===== src/rtl/prog_delay_xf_if.sv =====
`default_nettype none
// ============================================================================
// prog_delay_xf_if : sample/delay-control bundle for prog_delay_xf
// Revision: 1.0
// ============================================================================
interface prog_delay_xf_if #(
   parameter int W = 16,
   parameter int N = 5,
   parameter int C = 2
);
   logic             in_valid;
   logic [C*W-1:0]   a_in;
   logic [C*N-1:0]   sel;
   logic             sel_load;
   logic             out_valid;
   logic [C*W-1:0]   a_out;
   logic             busy;

   modport master (
      output in_valid, a_in, sel, sel_load,
      input  out_valid, a_out, busy
   );

   modport slave (
      input  in_valid, a_in, sel, sel_load,
      output out_valid, a_out, busy
   );
endinterface
`default_nettype wire


===== src/rtl/prog_delay_xf.sv =====
`default_nettype none
// ============================================================================
// prog_delay_xf : multi-channel programmable sample delay, linear crossfade on change
// Revision: 1.0
// ============================================================================
module prog_delay_xf #(
   parameter int W = 16,
   parameter int N = 5,
   parameter int L = 32,
   parameter int C = 2,
   parameter int K = 3
) (
   input  logic           clk,
   input  logic           rst,
   prog_delay_xf_if.slave bus
);
   typedef enum logic [0:0] {ST_IDLE = 1'b0, ST_XFADE = 1'b1} state_t;

   localparam logic [N-1:0] D_MAX = N'(L - 1);
   localparam logic [K:0]   K_END = {1'b1, {K{1'b0}}};

   state_t                state_q, state_d;
   logic signed [W-1:0]   tap_q [C][L];
   logic signed [W-1:0]   tap_d [C][L];
   logic signed [W-1:0]   post  [C][L];
   logic [N-1:0]          cur_dly_q  [C];
   logic [N-1:0]          cur_dly_d  [C];
   logic [N-1:0]          new_dly_q  [C];
   logic [N-1:0]          new_dly_d  [C];
   logic [N-1:0]          pend_dly_q [C];
   logic [N-1:0]          pend_dly_d [C];
   logic                  pend_q, pend_d;
   logic [K:0]            k_q, k_d;
   logic [C*W-1:0]        a_out_q, a_out_d;
   logic                  out_valid_q, out_valid_d;
   logic                  busy_q, busy_d;

   logic [N-1:0]          sel_clamp [C];
   logic [N-1:0]          tgt_dly   [C];
   logic [K:0]            k_use, k_nxt;
   logic                  any_diff;
   logic signed [W-1:0]   o_smp [C];
   logic signed [W-1:0]   n_smp [C];
   logic signed [W:0]     diff  [C];
   logic signed [W+K+1:0] prod  [C];

   always_comb begin
      state_d     = state_q;
      pend_d      = pend_q;
      k_d         = k_q;
      a_out_d     = a_out_q;
      out_valid_d = bus.in_valid;
      busy_d      = pend_q | (state_q == ST_XFADE);
      k_use       = '0;
      k_nxt       = k_q + (K+1)'(1);
      any_diff    = 1'b0;

      for (int c = 0; c < C; c++) begin
         tap_d[c]      = tap_q[c];
         cur_dly_d[c]  = cur_dly_q[c];
         new_dly_d[c]  = new_dly_q[c];
         pend_dly_d[c] = pend_dly_q[c];
         tgt_dly[c]    = cur_dly_q[c];
         sel_clamp[c]  = (bus.sel[c*N +: N] > D_MAX) ? D_MAX : bus.sel[c*N +: N];
         any_diff      = any_diff | (pend_dly_q[c] != cur_dly_q[c]);
         // Line contents as they will be after this cycle's shift; tap 0 is the live input.
         post[c][0]    = bus.a_in[c*W +: W];
         for (int i = 1; i < L; i++) begin
            post[c][i] = tap_q[c][i-1];
         end
      end

      case (state_q)
         ST_IDLE: begin
            if (bus.in_valid && pend_q) begin
               pend_d = 1'b0;
               if (any_diff) begin
                  for (int c = 0; c < C; c++) begin
                     new_dly_d[c] = pend_dly_q[c];
                     tgt_dly[c]   = pend_dly_q[c];
                  end
                  k_use   = (K+1)'(1);
                  k_d     = (K+1)'(1);
                  state_d = ST_XFADE;
               end
            end
         end
         ST_XFADE: begin
            for (int c = 0; c < C; c++) begin
               tgt_dly[c] = new_dly_q[c];
            end
            // k_q holds the weight of the last faded sample, so this sample uses k_q+1.
            if (bus.in_valid) begin
               k_use = k_nxt;
               if (k_nxt == K_END) begin
                  for (int c = 0; c < C; c++) begin
                     cur_dly_d[c] = new_dly_q[c];
                  end
                  k_d     = '0;
                  state_d = ST_IDLE;
               end else begin
                  k_d = k_nxt;
               end
            end
         end
         default: state_d = ST_IDLE;
      endcase

      if (bus.sel_load) begin
         pend_d = 1'b1;
         for (int c = 0; c < C; c++) begin
            pend_dly_d[c] = sel_clamp[c];
         end
      end

      for (int c = 0; c < C; c++) begin
         o_smp[c] = post[c][cur_dly_q[c]];
         n_smp[c] = post[c][tgt_dly[c]];
         diff[c]  = {n_smp[c][W-1], n_smp[c]} - {o_smp[c][W-1], o_smp[c]};
         prod[c]  = (W+K+2)'(diff[c]) * $signed((W+K+2)'({1'b0, k_use}));
         if (bus.in_valid) begin
            tap_d[c]            = post[c];
            a_out_d[c*W +: W]   = o_smp[c] + W'(prod[c] >>> K);
         end
      end
   end

   always_ff @(posedge clk) begin
      if (rst) begin
         state_q     <= ST_IDLE;
         pend_q      <= 1'b0;
         k_q         <= '0;
         a_out_q     <= '0;
         out_valid_q <= 1'b0;
         busy_q      <= 1'b0;
         for (int c = 0; c < C; c++) begin
            cur_dly_q[c]  <= '0;
            new_dly_q[c]  <= '0;
            pend_dly_q[c] <= '0;
            for (int i = 0; i < L; i++) begin
               tap_q[c][i] <= '0;
            end
         end
      end else begin
         state_q     <= state_d;
         pend_q      <= pend_d;
         k_q         <= k_d;
         a_out_q     <= a_out_d;
         out_valid_q <= out_valid_d;
         busy_q      <= busy_d;
         cur_dly_q   <= cur_dly_d;
         new_dly_q   <= new_dly_d;
         pend_dly_q  <= pend_dly_d;
         tap_q       <= tap_d;
      end
   end

   assign bus.out_valid = out_valid_q;
   assign bus.a_out     = a_out_q;
   assign bus.busy      = busy_q;
endmodule
`default_nettype wire


===== src/flat_wrapper.sv =====
// flat-port wrapper written by rule: the top's interface ports become plain ports
module prog_delay_xf_flat 
#(
   parameter int W = 16,
   parameter int N = 5,
   parameter int L = 32,
   parameter int C = 2,
   parameter int K = 3
)
  (clk, rst, bus_in_valid, bus_a_in, bus_sel, bus_sel_load, bus_out_valid, bus_a_out, bus_busy);
  prog_delay_xf_if #(.W(W), .N(N), .C(C)) bus_i ();
  input  logic clk;
  input  logic rst;
  input wire logic [$bits(bus_i.in_valid)-1:0] bus_in_valid;
  input wire logic [$bits(bus_i.a_in)-1:0] bus_a_in;
  input wire logic [$bits(bus_i.sel)-1:0] bus_sel;
  input wire logic [$bits(bus_i.sel_load)-1:0] bus_sel_load;
  output wire logic [$bits(bus_i.out_valid)-1:0] bus_out_valid;
  output wire logic [$bits(bus_i.a_out)-1:0] bus_a_out;
  output wire logic [$bits(bus_i.busy)-1:0] bus_busy;
  assign bus_i.in_valid = bus_in_valid;
  assign bus_i.a_in = bus_a_in;
  assign bus_i.sel = bus_sel;
  assign bus_i.sel_load = bus_sel_load;
  assign bus_out_valid = bus_i.out_valid;
  assign bus_a_out = bus_i.a_out;
  assign bus_busy = bus_i.busy;
  prog_delay_xf #(.W(W), .N(N), .L(L), .C(C), .K(K)) u_core (.clk(clk), .rst(rst), .bus(bus_i));
endmodule

===== config.mk =====
export PLATFORM = sky130hd
export DESIGN_NAME = prog_delay_xf_flat
export DESIGN_NICKNAME = d
export VERILOG_FILES = /design/src/rtl/prog_delay_xf_if.sv /design/src/rtl/prog_delay_xf.sv /design/src/flat_wrapper.sv
export SDC_FILE = /design/constraint.sdc
export NUM_CORES = 2
export LEC_CHECK = 0
export ABC_AREA = 1
export CAP_MARGIN = 0
export CORE_MARGIN = 3
export CORE_UTILIZATION = 45
export CTS_BUF_LIST = sky130_fd_sc_hd__clkbuf_4
export DETAILED_ROUTE_END_ITERATION = 16
export PLACE_DENSITY = 0.73
export SETUP_SLACK_MARGIN = 0.15
export SYNTH_ARGS = -nofsm -noshare
export SYNTH_HDL_FRONTEND = slang
export SYNTH_SLANG_ARGS = --single-unit
export TNS_END_PERCENT = 50

===== constraint.sdc =====
create_clock -name clk -period 8.45 [get_ports clk]
set_input_delay 1.69 -clock clk [delete_from_list [all_inputs] [get_ports clk]]
set_output_delay 1.69 -clock clk [all_outputs]
set_load 0.02 [all_outputs]

=== After elaboration in Yosys (flattened, before gate mapping) ===
Cells that the tools add are included.

* Add/subtract/negate cells: 5
* Multiply operators: 2
* Order comparisons: 6
* Equality and inequality tests: 7
* Mux-type cells: 34
* Bitwise operators: 7
* Reductions and logical operators: 6

{| class="wikitable"
|+ Operator list
! cell !! count
|-
| binary-select mux 16 bit (select 5 bit) || 4
|-
| two-way mux 16 bit || 8
|-
| multiplier 17 x 5 -> 19 bit || 2
|-
| subtractor 16 x 16 -> 17 bit || 2
|-
| adder 16 bit || 2
|-
| >= comparator 6 bit (second input constant) || 4
|-
| two-way mux 4 bit || 6
|-
| inverter 5 -> 6 bit || 4
|-
| two-way mux 10 bit || 2
|-
| one-hot mux 10 bit (2 select lines) || 1
|-
| one-hot mux 4 bit (2 select lines) || 2
|-
| greater-than comparator 5 bit (second input constant) || 2
|-
| two-way mux 5 bit || 2
|-
| != test 5 bit || 2
|-
| AND reduction 3 bit || 3
|-
| two-way mux 1 bit || 8
|-
| adder 4 x 1 -> 4 bit (second input constant) || 1
|-
| equality test 4 bit (second input constant) || 1
|-
| != test 2 x 1 -> 1 bit (second input constant) || 2
|-
| != test 2 bit (second input constant) || 2
|-
| bitwise OR 1 bit || 2
|-
| one-hot mux 1 bit (2 select lines) || 1
|-
| AND reduction 2 bit || 1
|-
| nonzero test 2 bit || 1
|-
| other kinds (2) || 2
|}

* Bits in registers: 1062
* Bits of input ports: 46
* Output and inout bits: 34
* Word-level logic and storage cells: 141

=== Logic depth before layout (Yosys ltp) ===
* Word-level depth: 12
* Depth in mapped cells: 56
* Depth with buffers taken out: 53

=== Least setup slack after synthesis ===
Ideal clock, no wire load.

* Kind: input -> register
* Start point: input port bus_in_valid
* End point: register u_core.a_out_q[31], in the netlist u_core.bus.a_out[31]
* Library setup time: 109 ps
* Arrival: 8591 ps
* Required time: 8341 ps
* Setup slack: -250 ps
* Stages on the path: 47
* Path buffers: 3
* Cell sequence: buf_2 -> nand2_2 -> o21ai_0 -> nand2_1 -> o21ai_1 -> clkbuf_1 -> clkbuf_1 -> o211ai_1 -> nand3_1 -> nand3_1 -> nand3_1 -> nand2_1 -> ha_1 -> fa_1 -> inv_1 -> nand3_1 -> nand2_1 -> xor2_1 -> (+11 left out) -> o21ai_0 -> a21o_1 -> a21oi_1 -> o21ai_0 -> nand2_1 -> nand2_1 -> xor2_1 -> ha_1 -> nand2_1 -> nand2_1 -> a21oi_1 -> inv_1 -> a221oi_1 -> inv_1 -> nand3_1 -> nand3_1 -> nand2_1 -> inv_1

* Word-level cells in the longest chain between the ends: 10
* Elaborated cells between the ends (all ways): 13
* Those cells by class: add/sub: 2; mul: 1; mux: 8; bitwise: 1; reduce/logical: 1

{| class="wikitable"
|+ Ends and longest elaborated chain
! element !! RTL line !! source
|-
| start: declaration || flat_wrapper.sv:14 || <nowiki>input wire logic [$bits(bus_i.in_valid)-1:0] bus_in_valid;</nowiki>
|-
| logical AND 1 bit || prog_delay_xf.sv:75 || <nowiki>if (bus.in_valid && pend_q) begin</nowiki>
|-
| two-way mux 10 bit || prog_delay_xf.sv:75 ||
|-
| one-hot mux 10 bit (2 select lines) || prog_delay_xf.sv:73 || <nowiki>case (state_q)</nowiki>
|-
| inverter 5 -> 6 bit (implied by the code) || prog_delay_xf.sv:118 || <nowiki>n_smp[c] = post[c][tgt_dly[c]];</nowiki>
|-
| binary-select mux 16 bit (select 5 bit) || prog_delay_xf.sv:118 ||
|-
| two-way mux 16 bit (implied by the code) (2 in series) || prog_delay_xf.sv:118 ||
|-
| subtractor 16 x 16 -> 17 bit || prog_delay_xf.sv:119 || <nowiki>diff[c] = {n_smp[c][W-1], n_smp[c]} - {o_smp[c][W-1], o_smp[c]};</nowiki>
|-
| multiplier 17 x 5 -> 19 bit || prog_delay_xf.sv:120 || <nowiki>prod[c] = (W+K+2)'(diff[c]) * $signed((W+K+2)'({1'b0, k_use}));</nowiki>
|-
| adder 16 bit || prog_delay_xf.sv:123 || <nowiki>a_out_d[c*W +: W] = o_smp[c] + W'(prod[c] >>> K);</nowiki>
|-
| end signal: assignment || prog_delay_xf.sv:148 || <nowiki>a_out_q <= a_out_d;</nowiki>
|-
| end: declaration || prog_delay_xf.sv:34 || <nowiki>logic [C*W-1:0] a_out_q, a_out_d;</nowiki>
|}

Several ways; a longest one is shown, not always the timed one. The select of a mux whose other input is x is not followed.
A chain may end at the register's enable or synchronous reset.

=== Worst setup path after layout ===
* Start point: register u_core.pend_dly_q[6] (netlist name)
* End point: register u_core.a_out_q[31], in the netlist u_core.bus.a_out[31]

* Word-level cells in the longest chain between the ends: 12
* Elaborated cells between the ends (all ways): 15
* Those cells by class: add/sub: 2; mul: 1; eq/ne: 1; mux: 9; bitwise: 2

{| class="wikitable"
|+ Ends and longest elaborated chain
! element !! RTL line !! source
|-
| start: declaration || prog_delay_xf.sv:30 || <nowiki>logic [N-1:0] pend_dly_q [C];</nowiki>
|-
| start signal: assignment || prog_delay_xf.sv:153 || <nowiki>pend_dly_q <= pend_dly_d;</nowiki>
|-
| != test 5 bit * || prog_delay_xf.sv:65 || <nowiki>any_diff = any_diff | (pend_dly_q[c] != cur_dly_q[c]);</nowiki>
|-
| bitwise OR 1 bit * || prog_delay_xf.sv:65 ||
|-
| two-way mux 10 bit || prog_delay_xf.sv:77 || <nowiki>if (any_diff) begin</nowiki>
|-
| two-way mux 10 bit || prog_delay_xf.sv:75 ||
|-
| one-hot mux 10 bit (2 select lines) || prog_delay_xf.sv:73 ||
|-
| inverter 5 -> 6 bit (implied by the code) || prog_delay_xf.sv:118 ||
|-
| binary-select mux 16 bit (select 5 bit) || prog_delay_xf.sv:118 ||
|-
| two-way mux 16 bit (implied by the code) (2 in series) || prog_delay_xf.sv:118 ||
|-
| subtractor 16 x 16 -> 17 bit || prog_delay_xf.sv:119 ||
|-
| multiplier 17 x 5 -> 19 bit * || prog_delay_xf.sv:120 ||
|-
| adder 16 bit * || prog_delay_xf.sv:123 ||
|}

Every way passes the cells marked *; elsewhere a longest branch is shown, timed or not. The select of a mux whose other input is x is not followed.

==> qor.csv <==
metric,value,unit
outcome,"finished, violations left",
violations,max-slew violations,
path_class,reg2reg,
synth_area_leaders,"dfxtp_1 34%, nor2_1 15%, o21ai_0 15%",
postLayoutCoreUtil,52.8,%
power.density,203,nW/um^2
cp_max_fo,16,
yosysWarnings,0,
cts-root-buf,clkbuf_4,
gr-usage-all-layers,27.5,%
drt_pass1_iterations,6,
stdcell_count,11900,
leakagePower,31.5,nW
die_w,378,um
ant_nets,0,
cts_max_path_buffers,4,
fin_crit,7910,ps
viasPerCell,5.76,
whs,439,ps
core_area,136000,sq um
port_buffers,79,
syn_avg_cell_area,6.42,sq um
crit_buf_inv,11,
grt_setup_unrepaired,yes,
setup_viol,0,
placed_cells,11300,
h-tree-depth,5,
cp_top_family,simple AND/OR/NAND/NOR gates,
max_freq,126,MHz
grt_first_pass_wirelength,326000,um
drive_gt1_share,12.0,%
syn_area,62300,sq um
ioPinCount,80,
holdCritPathClass,reg2reg,
maxSlewHeadroom,-2.32,%
synth_ff_type,dfxtp_1,
synth_top_cell_by_area,dfxtp_1,
slew_violations,40,
start_kind,flop,
end_kind,flop,
synthArstFlopShare,0,%
routed-via-count,68400,
synth_edf_count,0,
rows,135,
grt_pass1_vias,62800,
slowest_delay,480,ps
arrival,9050,ps
nNetsFinal,10100,
dieArea,143000,sq um
start_util,45.6,%
clkTransAtPathRegs,70,ps
numClockSinks,1062,
overflow,0,
finalPower,14.6,mW
finalHoldViolations,0,
syn-num-nets,9937,
clock_latency,1310,ps
grt_max_degree,288,
tightest_slew,1530,ps
cts_tree,built,
fp.dieH,378,um
cp.required,9590,ps
synth_top_area_share,34.1,%
ys_seq_area_share,34.1,%
cts_buffers,310,
areaGrowthSynthToFinish,15.8,%
drt-total-wl,206000,um
wl_per_cell,17.3,um
place_hpwl,125000,um
synth_cell_type_count,46,
finalCritPeriodShare,93.6,%
gpl.final_weighted_congestion,0.906,
crit_top_cell,nand2_1,
antenna_found_initial,9,
irDropWorstVdd,0.106,mV
fin_worst_skew,88.3,ps
synth_seq_cells,1062,
slowest_stage,fa_1,
synthCells,9693,
drv_cap,0,
dr.first_iter.drc_count,8094,
fill_cells,13200,
drc,0,
-- worst min-delay path, delay by kind of cell (launching register included) --
family        cells  cell delay [ps]
flops             1              330
simple gates      2              150
-- cells by family (layout without fill, tap and decap cells) --
| family | after synthesis | after routing | share of synthesized area (%) |
|---|---|---|---|
| other cells | 0 | 6 | 0 |
| xor+xnor | 81 | 81 | 1.14 |
| buf+inv | 1348 | 1757 | 8.41 |
| compound gates | 2965 | 2965 | 25.8 |
| fa+ha+maj | 198 | 198 | 4.75 |
| flops | 1062 | 1062 | 34.1 |
| simple gates | 4039 | 4039 | 25.8 |
-- cell usage after synthesis (2+ instances only) --
cell	number
a211oi_1	9
a21boi_0	3
a21o_1	4
a21oi_1	628
a221oi_1	2
a221oi_2	2
a31o_2	24
a31oi_1	11
a32o_1	21
buf_1	64
buf_2	88
buf_4	14
buf_6	2
clkbuf_1	616
clkinv_1	2
dfxtp_1	1062
fa_1	64
ha_1	134
inv_1	552
inv_2	10
nand2_1	825
nand2_2	2
nand3_1	610
nand4_1	9
nor2_1	2562
nor3_1	6
nor3b_2	3
nor4_1	5
o211ai_1	271
o21ai_0	1807
o21ai_1	34
o21bai_1	6
o221ai_1	7
o22ai_1	125
o311ai_0	3
o31ai_1	6
or2_2	12
xnor2_1	30
xor2_1	51
-- state kept, by name, summed over array words and instances (netlist names) --
register / count
u_core.post: 992
u_core.bus.out_valid: 1
u_core.k_q: 4
u_core.pend_dly_q: 10
u_core.cur_dly_q: 10
u_core.new_dly_q: 10
u_core.bus.a_out: 32
u_core.pend_q: 1
u_core.state_q: 1
u_core.bus.busy: 1
-- placed cells by master, fill, tap and decap left out, types with 24 or more instances in the layout --
master	synthesis	layout
nor2_1	2562	2558
o21ai_0	1807	1792
dfxtp_1	1062	1052
nand2_1	825	810
a21oi_1	628	616
nand3_1	610	609
inv_1	552	548
buf_4	14	514
clkbuf_4	0	447
o211ai_1	271	271
o22ai_1	125	125
ha_1	134	122
buf_12	0	81
clkdlybuf4s50_1	0	77
fa_1	64	62
clkinv_1	2	52
o21ai_1	34	43
xor2_1	51	40
xnor2_1	30	30
a31o_2	24	24
-- cell type report --
class | instances | area (sq um) | share of cell area [%]
tap | 1781 | 2230 | 3.09
clock inverter | 62 | 318 | 0.441
antenna | 6 | 15.0 | 0.0208
clock buffer | 447 | 3360 | 4.65
multi-input combinational | 7283 | 36300 | 50.3
sequential | 1062 | 21300 | 29.5
inverter | 564 | 2170 | 3.01
timing repair buffer | 684 | 6470 | 8.97
-- where the power goes --
group	internal, mW	total, mW	switching, mW
sequential	5.34	5.63	0.292
combinational	1.79	4.21	2.42
clock	2.50	4.76	2.26
-- stage by stage --
| stage | TNS, ps | cell area, sq um | setup slack (ps) |
|---|---|---|---|
| final | 0 | 72100 | 538 |
| after global routing | 0 | 72100 | 46.4 |
| after CTS | 0 | 71300 | 401 |
| after detailed placement | -5300 | 67700 | -535 |
| after global placement | -3890 | 67700 | -504 |
| after floorplan | 0 | 62300 | 75.6 |
-- final timing paths --
check                            start                   end  slack [ps]  cells past startpoint
hold reg to reg       u_core.post[925]      u_core.post[909]         440                      2
hold / removal        u_core.post[925]      u_core.post[909]         440                      2
setup / recovery  u_core.pend_dly_q[6]  u_core.bus.a_out[31]         540                     47
setup reg to reg  u_core.pend_dly_q[6]  u_core.bus.a_out[31]         540                     47
-- routing by layer --
metal	global-route usage [%]	vias to the layer above	wire, um
met4	13.4	0	9710
li1	-	32900	-
met5	0	-	0
met2	43.6	3390	91600
met3	5.19	615	19400
met1	35.8	31500	85100
-- what timing repair did --
| item | in CTS | in global routing |
|---|---|---|
| gates resized for setup | 0 | 86 |
| hold buffers | 0 | 0 |
| setup endpoints to repair | 0 | 14 |
| buffers inserted | 0 | 21 |
No activity file was read; power rests on OpenSTA's default activity.
